## src/rtl/memory_stage_if.sv

```systemverilog
// Memory-side bus of the memory stage: request/address/data out, ack/read-data back.
interface memory_stage_if;
  logic        MemReq;
  logic [31:0] MemAddr;
  logic [31:0] MemWData;
  logic        MemWe;
  logic        MemPWe;
  logic        MemAck;
  logic [31:0] MemRData;

  modport master (
    output MemReq, MemAddr, MemWData, MemWe, MemPWe,
    input  MemAck, MemRData
  );

  modport slave (
    input  MemReq, MemAddr, MemWData, MemWe, MemPWe,
    output MemAck, MemRData
  );
endinterface

```

## src/rtl/memory_stage.sv

```systemverilog
// Memory stage: captures execute-stage results, runs data/pixel memory accesses with a stall
// handshake and drives a registered IO port. Define MEM_TIMEOUT_EN for a 16-cycle access timeout.
module memory_stage (
  input  logic           clk,
  input  logic           rst,
  input  logic           RegWrite,
  input  logic           MemWrite,
  input  logic           MemPWrite,
  input  logic           IOFlag,
  input  logic [1:0]     MemToReg,
  input  logic [31:0]    ALUResult,
  input  logic [31:0]    WriteData,
  input  logic [3:0]     Rd,
  output logic           Stall,
  memory_stage_if.master mem_io,
  input  logic [31:0]    IOIn,
  output logic [31:0]    IOOut,
  output logic           RegWriteOut,
  output logic [1:0]     MemToRegOut,
  output logic [31:0]    ReadDataOut,
  output logic [31:0]    ALUResultOut,
  output logic [3:0]     RdOut,
  output logic           Fault
);

  typedef enum logic [0:0] {StIdle, StAccess} state_e;

  typedef struct packed {
    logic        reg_write;
    logic        mem_write;
    logic        mem_pwrite;
    logic        io_flag;
    logic [1:0]  mem_to_reg;
    logic [31:0] alu_result;
    logic [31:0] write_data;
    logic [3:0]  rd;
  } op_t;

  typedef struct packed {
    logic        reg_write;
    logic [1:0]  mem_to_reg;
    logic [31:0] read_data;
    logic [31:0] alu_result;
    logic [3:0]  rd;
  } wb_t;

  state_e      state_q, state_d;
  op_t         op_q, op_d, op_in;
  wb_t         wb_q, wb_d, wb_pass;
  logic [31:0] io_out_q, io_out_d;
  logic        in_is_mem;
  logic        capture;
  logic        timeout;

  assign op_in = '{reg_write: RegWrite, mem_write: MemWrite, mem_pwrite: MemPWrite,
                   io_flag: IOFlag, mem_to_reg: MemToReg, alu_result: ALUResult,
                   write_data: WriteData, rd: Rd};

  assign in_is_mem = !IOFlag && (MemWrite || MemPWrite || (MemToReg == 2'b10));

  assign wb_pass = '{reg_write: op_q.reg_write, mem_to_reg: op_q.mem_to_reg, read_data: '0,
                     alu_result: op_q.alu_result, rd: op_q.rd};

  always_comb begin
    state_d  = state_q;
    op_d     = op_q;
    wb_d     = '0;
    io_out_d = io_out_q;
    capture  = 1'b0;
    case (state_q)
      StIdle: begin
        // Anything held here is a single-cycle op (or the cleared bubble).
        wb_d = wb_pass;
        if (op_q.io_flag && (op_q.mem_to_reg == 2'b11)) wb_d.read_data = IOIn;
        if (op_q.io_flag && op_q.mem_write) io_out_d = op_q.write_data;
        capture = 1'b1;
      end
      StAccess: begin
        if (mem_io.MemAck) begin
          wb_d = wb_pass;
          if (op_q.mem_to_reg == 2'b10) wb_d.read_data = mem_io.MemRData;
          capture = 1'b1;
        end else if (timeout) begin
          // Abandon the access so the idle path does not retire it as an ALU op.
          state_d = StIdle;
          op_d    = '0;
        end
      end
      default: state_d = StIdle;
    endcase
    if (capture) begin
      op_d    = op_in;
      state_d = in_is_mem ? StAccess : StIdle;
    end
  end

  always_ff @(posedge clk) begin
    if (rst) begin
      state_q  <= StIdle;
      op_q     <= '0;
      wb_q     <= '0;
      io_out_q <= '0;
    end else begin
      state_q  <= state_d;
      op_q     <= op_d;
      wb_q     <= wb_d;
      io_out_q <= io_out_d;
    end
  end

`ifdef MEM_TIMEOUT_EN
  logic [3:0] tmo_cnt_q, tmo_cnt_d;
  logic       fault_q, fault_d;

  assign timeout = (state_q == StAccess) && !mem_io.MemAck && (tmo_cnt_q == 4'd15);

  always_comb begin
    tmo_cnt_d = tmo_cnt_q;
    fault_d   = fault_q || timeout;
    if (capture && in_is_mem) begin
      tmo_cnt_d = 4'd0;
    end else if ((state_q == StAccess) && !mem_io.MemAck) begin
      tmo_cnt_d = tmo_cnt_q + 4'd1;
    end
  end

  always_ff @(posedge clk) begin
    if (rst) begin
      tmo_cnt_q <= 4'd0;
      fault_q   <= 1'b0;
    end else begin
      tmo_cnt_q <= tmo_cnt_d;
      fault_q   <= fault_d;
    end
  end

  assign Fault = fault_q;
`else
  assign timeout = 1'b0;
  assign Fault   = 1'b0;
`endif

  assign Stall           = (state_q == StAccess) && !mem_io.MemAck;
  assign mem_io.MemReq   = (state_q == StAccess);
  assign mem_io.MemAddr  = mem_io.MemReq ? op_q.alu_result : 32'd0;
  assign mem_io.MemWData = mem_io.MemReq ? op_q.write_data : 32'd0;
  assign mem_io.MemPWe   = mem_io.MemReq && op_q.mem_pwrite;
  assign mem_io.MemWe    = mem_io.MemReq && op_q.mem_write && !op_q.mem_pwrite;

  assign IOOut        = io_out_q;
  assign RegWriteOut  = wb_q.reg_write;
  assign MemToRegOut  = wb_q.mem_to_reg;
  assign ReadDataOut  = wb_q.read_data;
  assign ALUResultOut = wb_q.alu_result;
  assign RdOut        = wb_q.rd;

endmodule

```

## src/flat_wrapper.sv

```systemverilog
// flat-port wrapper written by rule: the top's interface ports become plain ports
module memory_stage_flat 
  (clk, rst, RegWrite, MemWrite, MemPWrite, IOFlag, MemToReg, ALUResult, WriteData, Rd, Stall, IOIn, IOOut, RegWriteOut, MemToRegOut, ReadDataOut, ALUResultOut, RdOut, Fault, mem_io_MemReq, mem_io_MemAddr, mem_io_MemWData, mem_io_MemWe, mem_io_MemPWe, mem_io_MemAck, mem_io_MemRData);
  memory_stage_if mem_io_i ();
  input  logic clk;
  input  logic rst;
  input  logic RegWrite;
  input  logic MemWrite;
  input  logic MemPWrite;
  input  logic IOFlag;
  input  logic [1:0] MemToReg;
  input  logic [31:0] ALUResult;
  input  logic [31:0] WriteData;
  input  logic [3:0] Rd;
  output logic Stall;
  input  logic [31:0] IOIn;
  output logic [31:0] IOOut;
  output logic RegWriteOut;
  output logic [1:0] MemToRegOut;
  output logic [31:0] ReadDataOut;
  output logic [31:0] ALUResultOut;
  output logic [3:0] RdOut;
  output logic Fault;
  output wire logic [$bits(mem_io_i.MemReq)-1:0] mem_io_MemReq;
  output wire logic [$bits(mem_io_i.MemAddr)-1:0] mem_io_MemAddr;
  output wire logic [$bits(mem_io_i.MemWData)-1:0] mem_io_MemWData;
  output wire logic [$bits(mem_io_i.MemWe)-1:0] mem_io_MemWe;
  output wire logic [$bits(mem_io_i.MemPWe)-1:0] mem_io_MemPWe;
  input wire logic [$bits(mem_io_i.MemAck)-1:0] mem_io_MemAck;
  input wire logic [$bits(mem_io_i.MemRData)-1:0] mem_io_MemRData;
  assign mem_io_MemReq = mem_io_i.MemReq;
  assign mem_io_MemAddr = mem_io_i.MemAddr;
  assign mem_io_MemWData = mem_io_i.MemWData;
  assign mem_io_MemWe = mem_io_i.MemWe;
  assign mem_io_MemPWe = mem_io_i.MemPWe;
  assign mem_io_i.MemAck = mem_io_MemAck;
  assign mem_io_i.MemRData = mem_io_MemRData;
  memory_stage u_core (.clk(clk), .rst(rst), .RegWrite(RegWrite), .MemWrite(MemWrite), .MemPWrite(MemPWrite), .IOFlag(IOFlag), .MemToReg(MemToReg), .ALUResult(ALUResult), .WriteData(WriteData), .Rd(Rd), .Stall(Stall), .mem_io(mem_io_i), .IOIn(IOIn), .IOOut(IOOut), .RegWriteOut(RegWriteOut), .MemToRegOut(MemToRegOut), .ReadDataOut(ReadDataOut), .ALUResultOut(ALUResultOut), .RdOut(RdOut), .Fault(Fault));
endmodule
```

## config.mk

```make
export PLATFORM = sky130hd
export DESIGN_NAME = memory_stage_flat
export DESIGN_NICKNAME = d
export VERILOG_FILES = /design/src/rtl/memory_stage_if.sv /design/src/rtl/memory_stage.sv /design/src/flat_wrapper.sv
export SDC_FILE = /design/constraint.sdc
export NUM_CORES = 1
export LEC_CHECK = 0
export ABC_CLOCK_PERIOD_IN_PS = 1300
export BUFFER_PORTS_ARGS = -buffer_cell sky130_fd_sc_hd__buf_2
export CORE_MARGIN = 2
export CORE_UTILIZATION = 41
export DETAILED_ROUTE_END_ITERATION = 12
export GPL_ROUTABILITY_DRIVEN = 0
export PLACE_DENSITY = 0.77
export SLEW_MARGIN = 20
export SYNTH_ARGS = -nofsm -noshare
export SYNTH_HDL_FRONTEND = slang
export SYNTH_SLANG_ARGS = --single-unit
```

## constraint.sdc

```tcl
create_clock -name clk -period 1.3 [get_ports clk]
set_input_delay 0.325 -clock clk [delete_from_list [all_inputs] [get_ports clk]]
set_output_delay 0.325 -clock clk [all_outputs]
set_load 0.05 [all_outputs]
```

==> impl_metrics.env, run 1 <==
export IMPL_drtAntennaViolNets=0
export IMPL_antenna_found_initial=1
export IMPL_finalSetupTns_ns=-31.74
export IMPL_overflow=0
export IMPL_multi_input_comb_area_um2=2673
export IMPL_cts_tree="yes"
export IMPL_finalCriticalPeriod_ns=1.687
export IMPL_arrival_ns=1.36
export IMPL_clock_latency_ns=0.42
export IMPL_place_area_um2=8217
export IMPL_status="complete, but fails checks"
export IMPL_rows=45
export IMPL_vias=6120
export IMPL_grt_pass1_vias=5818
export IMPL_hold_depth=2
export IMPL_root_buffer="clkbuf_16"
export IMPL_firstDrtPassIters=5
export IMPL_drive_above_1_share_pct=49.23
export IMPL_clkSlewWorstSetupHoldPaths_ns=0.07
export IMPL_synth_main_ff_cell="dfxtp_1"
export IMPL_syn_avg_cell_area_um2=8.869
export IMPL_nNetsFinal=1162
export IMPL_cp_start_kind="flop"
export IMPL_fill_cells=1079
export IMPL_cts_buffer_depth=2
export IMPL_min_period_over_period_pct=129.8
export IMPL_syn_instance_count=701
export IMPL_p_leak_nw=4.769
export IMPL_ctsHtreeMaxLevel=4
export IMPL_track_usage_pct=23.94
export IMPL_drt_wl_total_mm=21.50
export IMPL_io_buffers=311
export IMPL_drcViolationCount=0
export IMPL_regArea_um2=3580
export IMPL_syn_nets=842
export IMPL_ff2ff_path_depth=6
export IMPL_syn2layout_area_growth_pct=67.58
export IMPL_viasPerCell=5.004
export IMPL_cts_buffers_inserted=17
export IMPL_worst_setup_path_type="flop to output pin"
export IMPL_synth_warnings=0
export IMPL_setup_violations_final=211
export IMPL_drt_iter0_drc=336
export IMPL_initial_core_util_pct=41.36
export IMPL_grt_max_degree=94
export IMPL_violations="negative setup slack"
export IMPL_setup_slack_ns=-0.3868
export IMPL_die_h_um=127.1
export IMPL_synth_seq_cells=178
export IMPL_peakVddDrop_v=0.0008509
export IMPL_hold_violations=0
export IMPL_finalMaxSlewViolations=0
export IMPL_synth_edf_count=0
export IMPL_ys_seq_area_share_pct=57.32
export IMPL_hpwl_mm=12.50
export IMPL_fin_skew_ns=0.008120
export IMPL_final_area_um2=10420
export IMPL_timing_hold_ws_ns=0.1113
export IMPL_maxCapViolations=0
export IMPL_cp_end_kind="output pin"
export IMPL_fin_util_pct=69.31
export IMPL_netlist_area_um2=6217
export IMPL_cts_hold_buf=0
export IMPL_io_pins=313
export IMPL_worstMarginPinSlew_ns=0.5056
export IMPL_die_w_um=127.1
export IMPL_clock_sinks=178
export IMPL_pre_cts_ws_ns=-0.05926
export IMPL_worstPathMaxFanout=16
export IMPL_dieArea_um2=16160
export IMPL_fmax_ghz=0.5928
export IMPL_rsz0062_at_grt="yes"
export IMPL_p_per_area_nw_per_um2=1298
export IMPL_async_flop_share_pct=0
export IMPL_synth_distinct_cells=22
export IMPL_cp_required_ns=0.98
export IMPL_holdCritPathClass="primary input to flop"
export IMPL_core_area_um2=15030
export IMPL_grt_pass1_wl_mm=30.17
export IMPL_wl_per_cell_um=17.58
export IMPL_slew_headroom_pct=66.29
export IMPL_rrSetupSlack_ns=-0.17
==> Yosys cell counts, types with 2 or more instances <==
library cell    n  area share, %
and2_1        104             10
buf_4           6           0.72
a21oi_1       106            8.5
nand2_1       214             13
a22o_1         32            4.5
clkbuf_1       18            1.1
dfxtp_1       178             57
nand3b_1        2           0.24
nor2_1          2           0.12
nand2b_1        2           0.20
buf_2          23            1.9
buf_6           4           0.72
==> metal layers <==
metal  vias to the layer above  global-route usage, %  share of wire, %
li1                       2905                      -                 -
met1                      2883                  26.55                38
met2                       271                  41.87                51
met3                        61                  6.700               7.4
met4                         0                  12.54               3.9
met5                         -                      0                 0
==> cells in the final DEF, fill, tap and decap left out, types with 2 or more instances in the layout <==
master / Yosys / layout
nor2_4: 0 / 2
clkbuf_16: 0 / 23
dfxtp_1: 178 / 169
and2_4: 0 / 43
clkinvlp_4: 0 / 3
bufinv_16: 0 / 6
buf_8: 0 / 50
nand2b_4: 1 / 2
a22o_1: 32 / 32
buf_16: 0 / 3
dfxtp_2: 0 / 7
nand2_1: 214 / 203
buf_12: 0 / 16
a21oi_2: 0 / 27
a21oi_1: 106 / 79
inv_6: 0 / 4
and2_1: 104 / 38
nand2_2: 0 / 9
and2_2: 0 / 23
nand3b_1: 2 / 2
nand2_4: 0 / 2
dfxtp_4: 0 / 2
buf_6: 4 / 52
buf_4: 6 / 88
buf_2: 23 / 139
==> logic make-up (layout without fill, tap and decap cells) <==
| kind of cell | after synthesis | in the layout | share of synthesized area (%) |
|---|---|---|---|
| other | 1 | 2 | 0.06032 |
| AOI/OAI and AO/OA | 139 | 139 | 13.28 |
| DFF | 178 | 178 | 57.32 |
| and+or+nand+nor | 329 | 329 | 24.75 |
| buffers and inverters | 54 | 387 | 4.588 |
==> flip-flops by register name (all words and copies together), names as in the netlist <==
name and count:
u_core.ReadDataOut 32, u_core.MemToRegOut 2, u_core.op_q 74, u_core.ALUResultOut 32, u_core.RdOut 4, u_core.mem_io.MemReq 1
u_core.IOOut 32, u_core.RegWriteOut 1
==> worst paths after layout <==
check	to	startpoint
worst max-delay path	mem_io_MemWData[23]	u_core.mem_io.MemReq$_SDFFE_PP0P_
worst min-delay path	u_core.ReadDataOut[27]$_SDFF_PP0_	IOIn[27]
worst max register to register	u_core.IOOut[8]$_SDFFE_PP0P_	u_core.mem_io.MemReq$_SDFFE_PP0P_
worst min register to register	u_core.op_q[73]$_SDFFE_PP0P_	u_core.op_q[73]$_SDFFE_PP0P_
==> worst max-delay path, cell delays in order, from the launching register on <==
cell     delay (ns)
dfxtp_4        0.43
buf_12         0.17
and2_2         0.19
buf_8          0.15
==> power by group <==
group	internal, mW	switching, mW
clock network	3.63	2.21
logic	0.788	1.06
registers	5.67	0.162
total	10.1	3.43
==> final cells by class <==
type,instances,area share [%]
antenna,1,0.02402
clock buffer,17,4.083
clock inverter,15,2.414
inverter,1,0.06005
multi-input combinational,469,25.65
sequential,178,34.36
tap,188,2.258
timing repair buffer,354,31.15
==> metrics by stage <==
stage               total power, mW  std cells
finish                        13.52       1223
global route                  13.95       1223
CTS                           13.44       1209
detailed placement            7.406       1171
global placement              7.385       1171
floorplan                     6.872        701
==> timing repair <==
action | in CTS | in global routing
resized for setup | 315 | 75
cloned | 3 | 6
pin swaps | 9 | 3
setup endpoints to repair | 204 | 251
buffers inserted | 3 | 7
No activity file was read; power rests on OpenSTA's default activity.
==> run 2: changes to the inputs <==
--- a/config.mk
+++ b/config.mk
@@ -6,7 +6,7 @@
 export NUM_CORES = 1
 export LEC_CHECK = 0
 export ABC_CLOCK_PERIOD_IN_PS = 1300
-export BUFFER_PORTS_ARGS = -buffer_cell sky130_fd_sc_hd__buf_2
+export BUFFER_PORTS_ARGS = -buffer_cell sky130_fd_sc_hd__buf_4
 export CORE_MARGIN = 2
 export CORE_UTILIZATION = 41
 export DETAILED_ROUTE_END_ITERATION = 12
==> run 2 against run 1 <==
  * The flow still finishes with violations (negative setup slack)
  * Clock skew is 0.0010 ns higher
  * Power down 4.5%
  * Cell count grew 0.33%
  * Non-clock buffer count rose by 5
  * First-iteration DRC count fell by 4.5%
  * Setup slack lost 0.050 ns
  * Critical path depth grew 1
  * Register-to-register slack worse by 0.11 ns
  * Final area up 3.7%
==> impl_metrics.env, run 2 (synthesis results as in run 1) <==
export IMPL_rows=45
export IMPL_syn2layout_area_growth_pct=73.70
export IMPL_ff2ff_path_depth=10
export IMPL_antenna_found_initial=0
export IMPL_rsz0062_at_grt="yes"
export IMPL_finalSetupTns_ns=-50.38
export IMPL_vias=6059
export IMPL_crit_buf_inv=3
export IMPL_cp_start_kind="flop"
export IMPL_use_met2_pct=41.40
export IMPL_io_buffers=311
export IMPL_cp_cell_sequence="buf_12 -> buf_16 -> and2_4 -> buf_8"
export IMPL_cts_buffer_depth=2
export IMPL_largest_register="u_core.op_q"
export IMPL_fmax_ghz=0.5758
export IMPL_met3_usage_pct=7.161
export IMPL_viasPerCell=4.938
export IMPL_ctsHtreeMaxLevel=4
export IMPL_status="complete, but fails checks"
export IMPL_drive_above_1_share_pct=51.49
export IMPL_final_common_cell="buf_4"
export IMPL_setup_slack_ns=-0.4367
export IMPL_cts_hold_buf=0
export IMPL_min_period_over_period_pct=133.6
export IMPL_hold_violations=0
export IMPL_fill_cells=1081
export IMPL_peakVddDrop_v=0.0008336
export IMPL_cp_end_kind="output pin"
export IMPL_antenna_cells=0
export IMPL_clock_latency_ns=0.42
export IMPL_holdCritPathClass="primary input to flop"
export IMPL_clkSlewWorstSetupHoldPaths_ns=0.06
export IMPL_grt_max_degree=60
export IMPL_layoutNonFillerInstCount=1227
export IMPL_p_per_area_nw_per_um2=1196
export IMPL_io_pins=313
export IMPL_die_w_um=127.1
export IMPL_cts_tree="yes"
export IMPL_overflow=0
export IMPL_hold_depth=2
export IMPL_grt_pass1_vias=5684
export IMPL_cp_depth=4
export IMPL_die_h_um=127.1
export IMPL_fin_skew_ns=0.009156
export IMPL_drt_wl_total_mm=21.16
export IMPL_root_buffer="clkbuf_16"
export IMPL_setup_violations_final=212
export IMPL_core_area_um2=15030
export IMPL_drtAntennaViolNets=0
export IMPL_hpwl_mm=13.28
export IMPL_met1_usage_pct=28.35
export IMPL_slowest_stage="dfxtp_4"
export IMPL_finalCriticalPeriod_ns=1.737
export IMPL_wl_per_cell_um=17.24
export IMPL_slew_headroom_pct=51.79
export IMPL_dieArea_um2=16160
export IMPL_dp_cells=1174
export IMPL_clock_sinks=178
export IMPL_grt_pass1_wl_mm=30.38
export IMPL_worst_setup_path_type="flop to output pin"
export IMPL_nNetsFinal=1167
export IMPL_cts_buffers_inserted=17
export IMPL_initial_core_util_pct=41.36
export IMPL_firstDrtPassIters=5
export IMPL_drt_iter0_drc=321
export IMPL_cp_required_ns=0.98
export IMPL_maxCapViolations=0
export IMPL_cp_top_family="buffers and inverters"
export IMPL_p_leak_nw=5.059
export IMPL_mostFrequentLayoutCells="248 x buf_4, 184 x nand2_1, 174 x dfxtp_1, 71 x a21oi_1, 53 x and2_4"
export IMPL_gr_max_usage_layer="met2"
export IMPL_finalMaxSlewViolations=0
export IMPL_worstMarginPinSlew_ns=0.7232
export IMPL_arrival_ns=1.41
export IMPL_worstPathMaxFanout=8
export IMPL_track_usage_pct=24.04
export IMPL_drcViolationCount=0
export IMPL_largest_reg_flops=74
export IMPL_critPathMaxStageDelay_ns=0.41
export IMPL_violations="negative setup slack"
==> run 2: changes by cell type in the layout (fill, tap and decap cells not counted), sizes merged <==
cell	change
clkinvlp	+1
clkbuf	+4
diode	-1
inv	-2
clkinv	+1
buf	+6
bufinv	-5
==> run 2: final cells by class <==
class	count	area [um^2]	share of cell area, %
Clock inverter	10	100.1	0.9269
Clock buffer	22	484.2	4.484
Multi-Input combinational cell	469	2848	26.37
Sequential cell	178	3573	33.09
Timing Repair Buffer	359	3552	32.89
Tap cell	188	235.2	2.178
Inverter	1	6.256	0.05793
==> run 2: power by group <==
group	internal [mW]	switching, mW
registers	5.67	0.168
logic	0.951	1.10
clock network	2.86	2.16
total	9.48	3.43
==> run 2: worst paths after layout <==
check	slack [ns]	end	start
max	-0.44	mem_io_MemAddr[3]	u_core.mem_io.MemReq$_SDFFE_PP0P_
min	0.1	u_core.mem_io.MemReq$_SDFFE_PP0P_	IOFlag
max reg2reg	-0.28	u_core.op_q[5]$_SDFFE_PP0P_	u_core.mem_io.MemReq$_SDFFE_PP0P_
min reg2reg	0.45	u_core.RdOut[2]$_SDFF_PP0_	u_core.op_q[2]$_SDFFE_PP0P_
==> run 2: what timing repair did <==
| item | 4_1_cts | 5_1_grt |
|---|---|---|
| gates resized for setup | 133 | 103 |
| buffers inserted | 4 | 6 |
| pin swaps | 0 | 28 |
| setup endpoints to repair | 117 | 246 |
| gates cloned | 4 | 8 |
==> run 2: stage by stage <==
step	setup slack, ns	utilization, %	hold slack [ns]	cell area (um^2)	power [mW]
after floorplan	-0.08745	-	0.4045	6400	6.872
after global placement	-0.03548	59.97	0.4338	9015	7.597
after detailed placement	-0.06760	59.97	0.4409	9015	7.617
after CTS	-0.4459	67.80	0.07419	10190	12.77
after global routing	-0.4770	71.84	0.08647	10800	13.34
final	-0.4367	71.84	0.09801	10800	12.91
==> run 2: per-layer routing <==
metal,vias to the layer above,share of wire [%]
li1,2913,-
met1,2855,40
met2,249,50
met3,42,7.4
met4,0,2.7
met5,-,0
